===== src/rtl/hermes_egress_framer_if.sv =====
`default_nettype none
// hermes_egress_framer_if: DMNI-side and router-side flit handshakes plus packet monitor outputs.
// Rev 1.0
interface hermes_egress_framer_if #(
  parameter int FLIT_SIZE   = 32,
  parameter int BUFFER_SIZE = 8
);
  localparam int CNT_W = $clog2(BUFFER_SIZE) + 1;

  logic                 dmni_tx_i;
  logic                 dmni_credit_o;
  logic [FLIT_SIZE-1:0] dmni_data_i;
  logic                 noc_tx_o;
  logic                 noc_credit_i;
  logic [FLIT_SIZE-1:0] noc_data_o;
  logic [CNT_W-1:0]     flits_stored_o;
  logic [CNT_W-1:0]     pkts_buffered_o;
  logic                 pkt_in_done_o;
  logic                 pkt_out_done_o;

  modport slave (
    input  dmni_tx_i, dmni_data_i, noc_credit_i,
    output dmni_credit_o, noc_tx_o, noc_data_o,
           flits_stored_o, pkts_buffered_o, pkt_in_done_o, pkt_out_done_o
  );

  modport master (
    output dmni_tx_i, dmni_data_i, noc_credit_i,
    input  dmni_credit_o, noc_tx_o, noc_data_o,
           flits_stored_o, pkts_buffered_o, pkt_in_done_o, pkt_out_done_o
  );
endinterface
`default_nettype wire


===== src/rtl/hermes_egress_framer.sv =====
`default_nettype none
// hermes_egress_framer: circular flit FIFO between DMNI and router with Hermes framing trackers.
// Rev 1.0
module hermes_egress_framer #(
  parameter int FLIT_SIZE   = 32,
  parameter int BUFFER_SIZE = 8
) (
  input  wire logic             clk_i,
  input  wire logic             rst_i,
  hermes_egress_framer_if.slave bus
);
  localparam int PTR_W = $clog2(BUFFER_SIZE);
  localparam int CNT_W = $clog2(BUFFER_SIZE) + 1;

  typedef enum logic [1:0] {
    HDR  = 2'd0,
    SIZE = 2'd1,
    PAY  = 2'd2
  } frame_state_t;

  logic [FLIT_SIZE-1:0] mem [BUFFER_SIZE];
  logic [PTR_W-1:0]     wr_ptr;
  logic [PTR_W-1:0]     rd_ptr;
  logic [CNT_W-1:0]     count;
  logic [CNT_W-1:0]     pkts;
  frame_state_t         in_state;
  frame_state_t         out_state;
  logic [FLIT_SIZE-1:0] rem_in;
  logic [FLIT_SIZE-1:0] rem_out;
  logic                 in_done;
  logic                 out_done;

  logic full;
  logic empty;
  logic push;
  logic pop;
  logic in_complete;
  logic out_complete;

  assign full  = (count == CNT_W'(BUFFER_SIZE));
  assign empty = (count == '0);
  assign push  = bus.dmni_tx_i & ~full;
  assign pop   = ~empty & bus.noc_credit_i;

  // A size flit of zero closes the packet immediately; otherwise the last payload flit does.
  assign in_complete  = push & (((in_state == SIZE) && (bus.dmni_data_i == '0)) ||
                                ((in_state == PAY)  && (rem_in == FLIT_SIZE'(1))));
  assign out_complete = pop  & (((out_state == SIZE) && (bus.noc_data_o == '0)) ||
                                ((out_state == PAY)  && (rem_out == FLIT_SIZE'(1))));

  assign bus.dmni_credit_o   = ~full;
  assign bus.noc_tx_o        = ~empty;
  assign bus.noc_data_o      = mem[rd_ptr];
  assign bus.flits_stored_o  = count;
  assign bus.pkts_buffered_o = pkts;
  assign bus.pkt_in_done_o   = in_done;
  assign bus.pkt_out_done_o  = out_done;

  always_ff @(posedge clk_i) begin
    if (push && !rst_i) begin
      mem[wr_ptr] <= bus.dmni_data_i;
    end
  end

  always_ff @(posedge clk_i) begin
    if (rst_i) begin
      wr_ptr    <= '0;
      rd_ptr    <= '0;
      count     <= '0;
      pkts      <= '0;
      in_state  <= HDR;
      out_state <= HDR;
      rem_in    <= '0;
      rem_out   <= '0;
      in_done   <= 1'b0;
      out_done  <= 1'b0;
    end else begin
      if (push) wr_ptr <= wr_ptr + PTR_W'(1);
      if (pop)  rd_ptr <= rd_ptr + PTR_W'(1);

      case ({push, pop})
        2'b10:   count <= count + CNT_W'(1);
        2'b01:   count <= count - CNT_W'(1);
        default: count <= count;
      endcase

      in_done  <= in_complete;
      out_done <= out_complete;

      case ({in_complete, out_complete})
        2'b10:   pkts <= pkts + CNT_W'(1);
        2'b01:   pkts <= pkts - CNT_W'(1);
        default: pkts <= pkts;
      endcase

      case (in_state)
        HDR: if (push) in_state <= SIZE;
        SIZE: if (push) begin
          rem_in   <= bus.dmni_data_i;
          in_state <= (bus.dmni_data_i == '0) ? HDR : PAY;
        end
        PAY: if (push) begin
          rem_in <= rem_in - FLIT_SIZE'(1);
          if (rem_in == FLIT_SIZE'(1)) in_state <= HDR;
        end
        default: in_state <= HDR;
      endcase

      case (out_state)
        HDR: if (pop) out_state <= SIZE;
        SIZE: if (pop) begin
          rem_out   <= bus.noc_data_o;
          out_state <= (bus.noc_data_o == '0) ? HDR : PAY;
        end
        PAY: if (pop) begin
          rem_out <= rem_out - FLIT_SIZE'(1);
          if (rem_out == FLIT_SIZE'(1)) out_state <= HDR;
        end
        default: out_state <= HDR;
      endcase
    end
  end
endmodule
`default_nettype wire


===== src/flat_wrapper.sv =====
// flat-port wrapper written by rule: the top's interface ports become plain ports
module hermes_egress_framer_flat 
#(
  parameter int FLIT_SIZE   = 32,
  parameter int BUFFER_SIZE = 8
)
  (clk_i, rst_i, bus_dmni_tx_i, bus_dmni_data_i, bus_noc_credit_i, bus_dmni_credit_o, bus_noc_tx_o, bus_noc_data_o, bus_flits_stored_o, bus_pkts_buffered_o, bus_pkt_in_done_o, bus_pkt_out_done_o);
  hermes_egress_framer_if #(.FLIT_SIZE(FLIT_SIZE), .BUFFER_SIZE(BUFFER_SIZE)) bus_i ();
  input  wire logic clk_i;
  input  wire logic rst_i;
  input wire logic [$bits(bus_i.dmni_tx_i)-1:0] bus_dmni_tx_i;
  input wire logic [$bits(bus_i.dmni_data_i)-1:0] bus_dmni_data_i;
  input wire logic [$bits(bus_i.noc_credit_i)-1:0] bus_noc_credit_i;
  output wire logic [$bits(bus_i.dmni_credit_o)-1:0] bus_dmni_credit_o;
  output wire logic [$bits(bus_i.noc_tx_o)-1:0] bus_noc_tx_o;
  output wire logic [$bits(bus_i.noc_data_o)-1:0] bus_noc_data_o;
  output wire logic [$bits(bus_i.flits_stored_o)-1:0] bus_flits_stored_o;
  output wire logic [$bits(bus_i.pkts_buffered_o)-1:0] bus_pkts_buffered_o;
  output wire logic [$bits(bus_i.pkt_in_done_o)-1:0] bus_pkt_in_done_o;
  output wire logic [$bits(bus_i.pkt_out_done_o)-1:0] bus_pkt_out_done_o;
  assign bus_i.dmni_tx_i = bus_dmni_tx_i;
  assign bus_i.dmni_data_i = bus_dmni_data_i;
  assign bus_i.noc_credit_i = bus_noc_credit_i;
  assign bus_dmni_credit_o = bus_i.dmni_credit_o;
  assign bus_noc_tx_o = bus_i.noc_tx_o;
  assign bus_noc_data_o = bus_i.noc_data_o;
  assign bus_flits_stored_o = bus_i.flits_stored_o;
  assign bus_pkts_buffered_o = bus_i.pkts_buffered_o;
  assign bus_pkt_in_done_o = bus_i.pkt_in_done_o;
  assign bus_pkt_out_done_o = bus_i.pkt_out_done_o;
  hermes_egress_framer #(.FLIT_SIZE(FLIT_SIZE), .BUFFER_SIZE(BUFFER_SIZE)) u_core (.clk_i(clk_i), .rst_i(rst_i), .bus(bus_i));
endmodule

===== config.mk =====
export PLATFORM = sky130hd
export DESIGN_NAME = hermes_egress_framer_flat
export DESIGN_NICKNAME = d
export VERILOG_FILES = /design/src/rtl/hermes_egress_framer_if.sv /design/src/rtl/hermes_egress_framer.sv /design/src/flat_wrapper.sv
export SDC_FILE = /design/constraint.sdc
export NUM_CORES = 1
export LEC_CHECK = 0
export ABC_CLOCK_PERIOD_IN_PS = 11900
export BUFFER_PORTS_ARGS = -buffer_cell sky130_fd_sc_hd__buf_2
export CAP_MARGIN = 20
export CORE_ASPECT_RATIO = 1.5
export CORE_MARGIN = 2
export CORE_UTILIZATION = 35
export CTS_CLUSTER_SIZE = 10
export DETAILED_ROUTE_END_ITERATION = 7
export MAX_ROUTING_LAYER = met4
export PLACE_DENSITY = 0.58
export SLEW_MARGIN = 30
export SYNTH_ARGS = -nofsm -noshare
export SYNTH_HDL_FRONTEND = slang
export SYNTH_SLANG_ARGS = --single-unit

===== constraint.sdc =====
create_clock -name clk_i -period 11.9 [get_ports clk_i]
set_input_delay 1.785 -clock clk_i [delete_from_list [all_inputs] [get_ports clk_i]]
set_output_delay 1.785 -clock clk_i [all_outputs]
set_load 0.01 [all_outputs]

# Word level (Yosys, flattened, before mapping)
# Memory sizes are Yosys's and may differ from the RTL's. A register that Yosys moved wholly into a read port is not among the register bits.
# Index checks and enable logic that the tools add are counted.
[word_totals] reg_bits=84 latch_bits=0 mem_bits_rw=256 romBits=0 inputBits=36 memories=1
[op_classes] n_addsub=8 mul=0 div=0 n_lt_le_gt_ge=0 n_eq_ne=19 shifts=0 muxes=24 n_bitwise=6 reduce_logical=21
[memory_table] memory="u_core.mem" words=8 width=32 rd=1 rd_ports_with_merged_regs=1 write_ports=1 line="hermes_egress_framer.sv:21" source="logic [FLIT_SIZE-1:0] mem [BUFFER_SIZE];"
[ops] operator="32-bit two-way mux" count=4
[ops] operator="32-bit case mux with 2 select lines" count=2
[ops] operator="32-bit by 1-bit equality test with 1-bit output, second input constant" count=2
[ops] operator="32-bit logical NOT" count=2
[ops] operator="32-bit by 1-bit subtractor with 32-bit output, second input constant" count=2
[ops] operator="2-bit two-way mux" count=10
[ops] operator="4-bit case mux with 2 select lines" count=2
[ops] operator="2-bit by 1-bit != test with 1-bit output, second input constant" count=6
[ops] operator="2-bit case mux with 3 select lines" count=2
[ops] operator="4-bit by 1-bit adder with 4-bit output, second input constant" count=2
[ops] operator="2-bit by 1-bit equality test with 1-bit output, second input constant" count=4
[ops] operator="2-bit equality test, second input constant" count=4
[ops] operator="4-bit AND reduction" count=2
[ops] operator="2-bit nonzero test" count=4
[ops] operator="4-bit by 1-bit subtractor with 4-bit output, second input constant" count=2
[ops] operator="3-bit by 1-bit adder with 3-bit output, second input constant" count=2
[ops] operator="3-bit two-way mux" count=2
[ops] operator="3-bit AND reduction" count=2
[ops] operator="1-bit logical AND" count=5
[ops] operator="1-bit AND" count=4
[ops] operator="4-bit equality test, second input constant" count=1
[ops] operator="2-bit logical NOT" count=2
[ops] operator="4-bit logical NOT" count=1
[ops] operator="2-bit != test, second input constant" count=2
[ops] operator="other kinds (4)" count=7

# Longest topological paths before layout
# Gate-level depths: netlist (run 1).
[depth] depth_word=6 mapped_depth=17

# Least setup slack after synthesis (run 1)
# No wires, ideal clock.
[synth_timing] path_kind="input -> register" from="in bus_dmni_tx_i" to="mem u_core.mem[0][0] (enable)" setup_time_ns=0.461 arrival_ns=4.862 required_time_ns=11.439 slack_ns=6.577 path_stages=5 n_path_buf=1 path_cell_list="and2_1 > clkbuf_1 > inv_1 > or3_1 > nor3_1"
[synth_between] elab_chain_len=4
[synth_lines] item="start, declared" line="flat_wrapper.sv:11" source="input wire logic [$bits(bus_i.dmni_tx_i)-1:0] bus_dmni_tx_i;"
[synth_lines] item="1-bit AND" line="hermes_egress_framer.sv:42" source="assign push = bus.dmni_tx_i & ~full;"
[synth_lines] item="1-bit logical AND" line="hermes_egress_framer.sv:60" source="if (push && !rst_i) begin"
[synth_lines] item="1-bit two-way mux" line="hermes_egress_framer.sv:60"
[synth_lines] item="1-bit two-way mux (implied by the code)" line="hermes_egress_framer.sv:61" source="mem[wr_ptr] <= bus.dmni_data_i;"
[synth_lines] item="end, declared" line="hermes_egress_framer.sv:21"
# Every way passes these cells.

==> impl_metrics.env, run 1 <==
export IMPL_status="complete, no violations"
export IMPL_endpoint_kind="output port"
export IMPL_drive_gt1_share_pct=20.9
export IMPL_grt_use_total_pct=18.8
export IMPL_clock_sinks=343
export IMPL_power_leakage_nw=5.63
export IMPL_hold_violations=0
export IMPL_rsz0062_at_grt="no"
export IMPL_htreeDepth=2
export IMPL_synth_warnings=0
export IMPL_grt_antenna_before_repair=0
export IMPL_yosysTopAreaCell="edfxtp_1"
export IMPL_first_pass_iters=5
export IMPL_synth_area_per_cell_um2=13.3
export IMPL_maxCapViolations=0
export IMPL_cp_cell_sequence="buf_6 > mux4_2 > mux2i_1 > inv_1 > buf_2"
export IMPL_diodes=0
export IMPL_ir_drop_v=0.0000944
export IMPL_initial_core_util_pct=35.5
export IMPL_cts_resized_gates=0
export IMPL_place_ws_ns=6.91
export IMPL_start_kind="register"
export IMPL_top_level_ports=80
export IMPL_crit_path_max_fanout=47
export IMPL_via_count=10200
export IMPL_grt_ovfl_total=0
export IMPL_grt_pass1_vias=10300
export IMPL_finalPower_mw=3.91
export IMPL_dpl_hpwl_um=27400
export IMPL_drc=0
export IMPL_numPortBuffers=79
export IMPL_power_frac_seq_pct=39.2
export IMPL_fmax_mhz=200
export IMPL_setup_violations=0
export IMPL_viasPerCell=5.61
export IMPL_drv_slew=0
export IMPL_cpPeakStageDelay_ns=0.58
export IMPL_fillers=4062
export IMPL_p_int_mw=2.54
export IMPL_netlist_area_leader_share_pct=50.3
export IMPL_hold_buffers=0
export IMPL_cts_tree="built"
export IMPL_ys_flop_type="edfxtp_1"
export IMPL_hp_start="u_core.rem_out[11]$_SDFFE_PP0P_"
export IMPL_nets=1279
export IMPL_worst_path_buf_inv=3
export IMPL_ys_seq_area_share_pct=61.7
export IMPL_routedWlPerCell_um=22.9
export IMPL_grt_pass1_wl_um=62700
export IMPL_ys_ff_latch=343
export IMPL_ff_latch_area_mm2=0.00944
export IMPL_pwr_share_clk_pct=28.3
export IMPL_mappedNetlistNets=1202
export IMPL_critPathKind="register to output port"
export IMPL_drt_iter0_markers=708
export IMPL_cp_arrival_ns=3.20
export IMPL_dieArea_mm2=0.0454
export IMPL_coreArea_mm2=0.0431
export IMPL_power_frac_comb_pct=32.5
export IMPL_clk_path_buf_depth=3
export IMPL_multiInputGateArea_mm2=0.00549
export IMPL_slew_headroom_pct=33.8
export IMPL_yosys_top_cells_count="edfxtp_1 (256), dfxtp_1 (87), nor2_1 (84), a21oi_1 (68), nand2_1 (63)"
export IMPL_required_ns=10.12
export IMPL_clkTransAtPathRegs_ns=0.05
export IMPL_fin_crit_sh_pct=41.9
export IMPL_routabilityCongestion=0.829
export IMPL_worst_pin_slew_ns=0.993
export IMPL_clock_latency_ns=0.54
export IMPL_ant_nets=0
export IMPL_critPathSlowestCell="mux4_2"
export IMPL_wl_um=41600
export IMPL_row_count=93
export IMPL_die_h_um=260
export IMPL_setup_slack_ns=6.91
export IMPL_swShare_pct=35.1
export IMPL_synth_edf_count=256
export IMPL_hp_class="register to register"
export IMPL_fin_worst_skew_ns=0.0211
export IMPL_switching_power_mw=1.37
export IMPL_synth_area_mm2=0.0153
export IMPL_synth_area_leaders="edfxtp_1 (50%), dfxtp_1 (11%), mux4_2 (8.6%)"
export IMPL_tns_ns=0
export IMPL_cts_setup_buffers=0
export IMPL_synth_cells=1146
export IMPL_p_per_area_mw_per_mm2=223
export IMPL_synth_most_common_cell="edfxtp_1"
export IMPL_cts_buffers=40
export IMPL_grt_max_degree=81
export IMPL_die_w_um=175
export IMPL_r2r_slack_ns=7.18
export IMPL_async_reset_ff_share_pct=0
export IMPL_clockRootBuffer="clkbuf_16"
export IMPL_post_route_min_period_ns=4.99
export IMPL_holdWs_ns=0.468
export IMPL_ys_types=76
export IMPL_cp_top_family="multiplexers"
export IMPL_area_growth_pct=14.6
## power groups by stage
stage / clock (mW) / sequential [mW] / combinational (mW)
final: 1.11 / 1.53 / 1.27
after global routing: 1.18 / 1.55 / 1.40
after CTS: 1.13 / 1.53 / 1.27
after detailed placement: 0 / 1.55 / 1.27
after global placement: 0 / 1.55 / 1.25
after floorplan: 0 / 1.51 / 0.926
## final cells by class
class | instances | share of cell area, %
Timing Repair Buffer | 101 | 3.25
Tap cell | 570 | 4.08
Clock inverter | 3 | 0.150
Clock buffer | 63 | 6.46
Sequential cell | 343 | 53.9
Multi-Input combinational cell | 701 | 31.4
Inverter | 36 | 0.772
## layer usage
layer	vias up	part of all wire [%]	GRT usage [%]
li1	4638	-	-
met1	5194	38	20.3
met2	281	54	34.8
met3	80	3.7	2.44
met4	0	3.6	7.41
met5	-	0	-
## worst min-delay path, cell delays in order (launching register included)
cell	delay [ns]
dfxtp_1	0.32
nand2_1	0.06
a21oi_1	0.05
## cells by family (layout without fill, tap and decap cells)
logic type,after synthesis,count (layout),synth area share [%]
DFF,343,343,61.7
buffers and inverters,102,203,2.72
xor gates and xnor gates,10,10,0.573
AOI/OAI and AO/OA,243,243,10.3
muxes,104,104,11.8
and+or+nand+nor,324,324,11.1
adders and majority gates,20,20,1.74
## final timing paths
kind / end / depth (start not counted)
max: bus_noc_data_o[25] / 5
max reg2reg: u_core.bus.pkts_buffered_o[3]$_SDFFE_PP0P_ / 14
min: u_core.rem_out[11]$_SDFFE_PP0P_ / 2
min reg2reg: u_core.rem_out[11]$_SDFFE_PP0P_ / 2
## placed cells by master, fill, tap and decap left out, types with 7 or more instances in the layout
cell / count
edfxtp_1: 256
mux4_2: 58
clkbuf_16: 42
a22oi_1: 11
nor2b_1: 7
buf_4: 20
nor4_1: 30
clkbuf_1: 21
nand3_1: 16
nor2_1: 78
o21ai_0: 49
o22ai_1: 14
or4_1: 18
a21o_1: 7
nand2b_1: 22
dfxtp_1: 84
inv_1: 33
or2_2: 7
a211oi_1: 24
a21oi_1: 68
or3_1: 13
o31ai_1: 7
ha_1: 16
nor3_1: 23
nand2_1: 63
mux2i_1: 20
mux2_2: 26
o32ai_1: 16
buf_2: 79
## per-stage QoR
stage               area [um^2]  std cells  utilization [%]
detailed placement        16300       1751             37.9
CTS                       17500       1817             40.6
finish                    17500       1817             40.6
global route              17500       1817             40.6
global placement          16300       1751             37.9
floorplan                 15300       1146                -
## registers in the layout (all words and copies together) (netlist names), named ones only
register                    count
u_core.wr_ptr                   3
u_core.mem                    256
u_core.bus.pkt_in_done_o        1
u_core.bus.pkt_out_done_o       1
u_core.bus.flits_stored_o       4
u_core.rem_in                  32
u_core.out_state                2
u_core.bus.pkts_buffered_o      4
u_core.rem_out                 32
u_core.in_state                 2
u_core.rd_ptr                   3
No activity file was read; power rests on OpenSTA's default activity.
==> run 2, diff against run 1 <==
Settings changed: ABC_CLOCK_PERIOD_IN_PS 11900 to 5150.
Clock period 11.9 ns to 5.15 ns, I/O delays scaled along.
==> impl_metrics.env, run 2 (same netlist as run 1, synthesis figures left out) <==
export IMPL_hold_depth=2
export IMPL_r2r_slack_ns=0.75
export IMPL_coreArea_mm2=0.0431
export IMPL_die_w_um=175
export IMPL_fin_util_pct=40.8
export IMPL_drc=0
export IMPL_clk_path_buf_depth=3
export IMPL_dpl_hpwl_um=29500
export IMPL_clkTransAtPathRegs_ns=0.06
export IMPL_routabilityCongestion=0.832
export IMPL_fin_crit_sh_pct=85.4
export IMPL_status="complete, no violations"
export IMPL_drv_slew=0
export IMPL_grt_use_total_pct=19.5
export IMPL_first_pass_iters=6
export IMPL_maxCapViolations=0
export IMPL_grt_pass1_wl_um=63900
export IMPL_largest_register="u_core.mem"
export IMPL_worst_pin_slew_ns=0.996
export IMPL_area_growth_pct=15.1
export IMPL_top_level_ports=80
export IMPL_reg_top3="u_core.mem x256, u_core.rem_in x32, u_core.rem_out x32"
export IMPL_row_count=93
export IMPL_post_route_min_period_ns=4.40
export IMPL_drive_gt1_share_pct=21.4
export IMPL_viasPerCell=5.67
export IMPL_cp_cell_sequence="buf_4 > mux2_2 > o22ai_1 > o21ai_0 > nor4bb_1 > buf_4 > nand4_1 > nand2_1 > ha_1 > ha_1 > a21o_1 > a21oi_1 > xnor2_1 > or3_1 > a21oi_1"
export IMPL_die_h_um=260
export IMPL_endpoint_kind="register"
export IMPL_routedWlPerCell_um=23.7
export IMPL_grt_pass1_vias=10300
export IMPL_hold_violations=0
export IMPL_ant_nets=0
export IMPL_critPathKind="register to register"
export IMPL_cp_arrival_ns=4.85
export IMPL_wl_um=43400
export IMPL_final_area_mm2=0.0176
export IMPL_via_count=10400
export IMPL_tns_ns=0
export IMPL_ir_drop_v=0.000365
export IMPL_p_per_area_mw_per_mm2=516
export IMPL_hp_class="register to register"
export IMPL_cts_tree="built"
export IMPL_hold_end="u_core.rem_out[11]$_SDFFE_PP0P_"
export IMPL_htreeDepth=2
export IMPL_final_cell_mix="edfxtp_1 (256), dfxtp_1 (84), buf_2 (79)"
export IMPL_grt_antenna_before_repair=3
export IMPL_cts_buffers=40
export IMPL_hold_buffers=0
export IMPL_grt_max_degree=64
export IMPL_required_ns=5.61
export IMPL_hp_start="u_core.rem_out[11]$_SDFFE_PP0P_"
export IMPL_drt_iter0_markers=1030
export IMPL_grt_ovfl_total=0
export IMPL_crit_path_max_fanout=63
export IMPL_power_leakage_nw=5.67
export IMPL_largest_reg_flops=256
export IMPL_slew_headroom_pct=33.4
export IMPL_worst_r2r_path_depth=15
export IMPL_cpPeakStageDelay_ns=0.89
export IMPL_clockRootBuffer="clkbuf_16"
export IMPL_clock_latency_ns=0.53
export IMPL_critPathSlowestCell="dfxtp_4"
export IMPL_final_common_cell="edfxtp_1"
export IMPL_r2r_end="u_core.bus.pkts_buffered_o[3]$_SDFFE_PP0P_"
export IMPL_numPortBuffers=79
export IMPL_nets=1289
export IMPL_fin_worst_skew_ns=0.0188
export IMPL_setup_violations=0
export IMPL_dpl_instance_area_mm2=0.0165
export IMPL_dieArea_mm2=0.0454
export IMPL_initial_core_util_pct=35.5
export IMPL_start_kind="register"
export IMPL_fmax_mhz=227
export IMPL_cts_resized_gates=0
export IMPL_rsz0062_at_grt="no"
export IMPL_clock_sinks=343
export IMPL_cts_setup_buffers=0
[run 2: how the worst max path moves through the flow]
stage,slack [ns],cells past startpoint,end
after floorplan,0.84,5,u_core.mem[0][0]$_DFFE_PP_
after CTS,0.75,13,u_core.bus.pkts_buffered_o[3]$_SDFFE_PP0P_
after detailed placement,0.75,13,u_core.bus.pkts_buffered_o[3]$_SDFFE_PP0P_
final,0.75,15,u_core.bus.pkts_buffered_o[3]$_SDFFE_PP0P_
after global routing,0.51,15,u_core.bus.pkts_buffered_o[3]$_SDFFE_PP0P_
after global placement,0.80,13,u_core.bus.pkts_buffered_o[3]$_SDFFE_PP0P_
[run 2: area by class of cell]
class / instances / area (um^2)
diodes: 3 / 7.51
clock buffers: 62 / 1080
clock inverters: 3 / 30.0
fillers: 4023 / 25500
inverters: 36 / 135
multi-input cells: 701 / 5490
flip-flops and latches: 343 / 9440
well taps: 570 / 713
repair buffers: 111 / 688
[run 2: critical path: cells and delay by family, from the launching register on]
family,cells,cell delay (ns)
buf+inv,2,0.65
xor+xnor,1,0.09
flops,1,0.89
compound gates,5,0.78
simple gates,4,0.98
fa+ha+maj,2,0.45
mux,1,0.38
[run 2: stage by stage]
stage                     hold WS [ns]  total power [mW]  std cells  worst slack (ns)
final                            0.474              9.08       1829             0.753
after global routing             0.501              9.57       1829             0.508
after CTS                        0.476              9.12       1826             0.746
after detailed placement         0.465              6.59       1761             0.747
after global placement           0.450              6.54       1759             0.795
after floorplan                  0.432              5.63       1146             0.839
[run 2: metal layers]
| metal | part of all wire, % | global-route usage, % |
|---|---|---|
| met1 | 37 | 21.3 |
| met2 | 54 | 35.3 |
| met3 | 4.6 | 2.34 |
| met4 | 4.6 | 9.00 |
| met5 | 0 | - |
[run 2: report_power, final]
group	internal (mW)	switching [mW]	total, mW	leakage [nW]
Clock	1.44	1.08	2.52	0.534
Sequential	3.26	0.315	3.57	3.03
Combinational	1.14	1.85	2.99	2.11
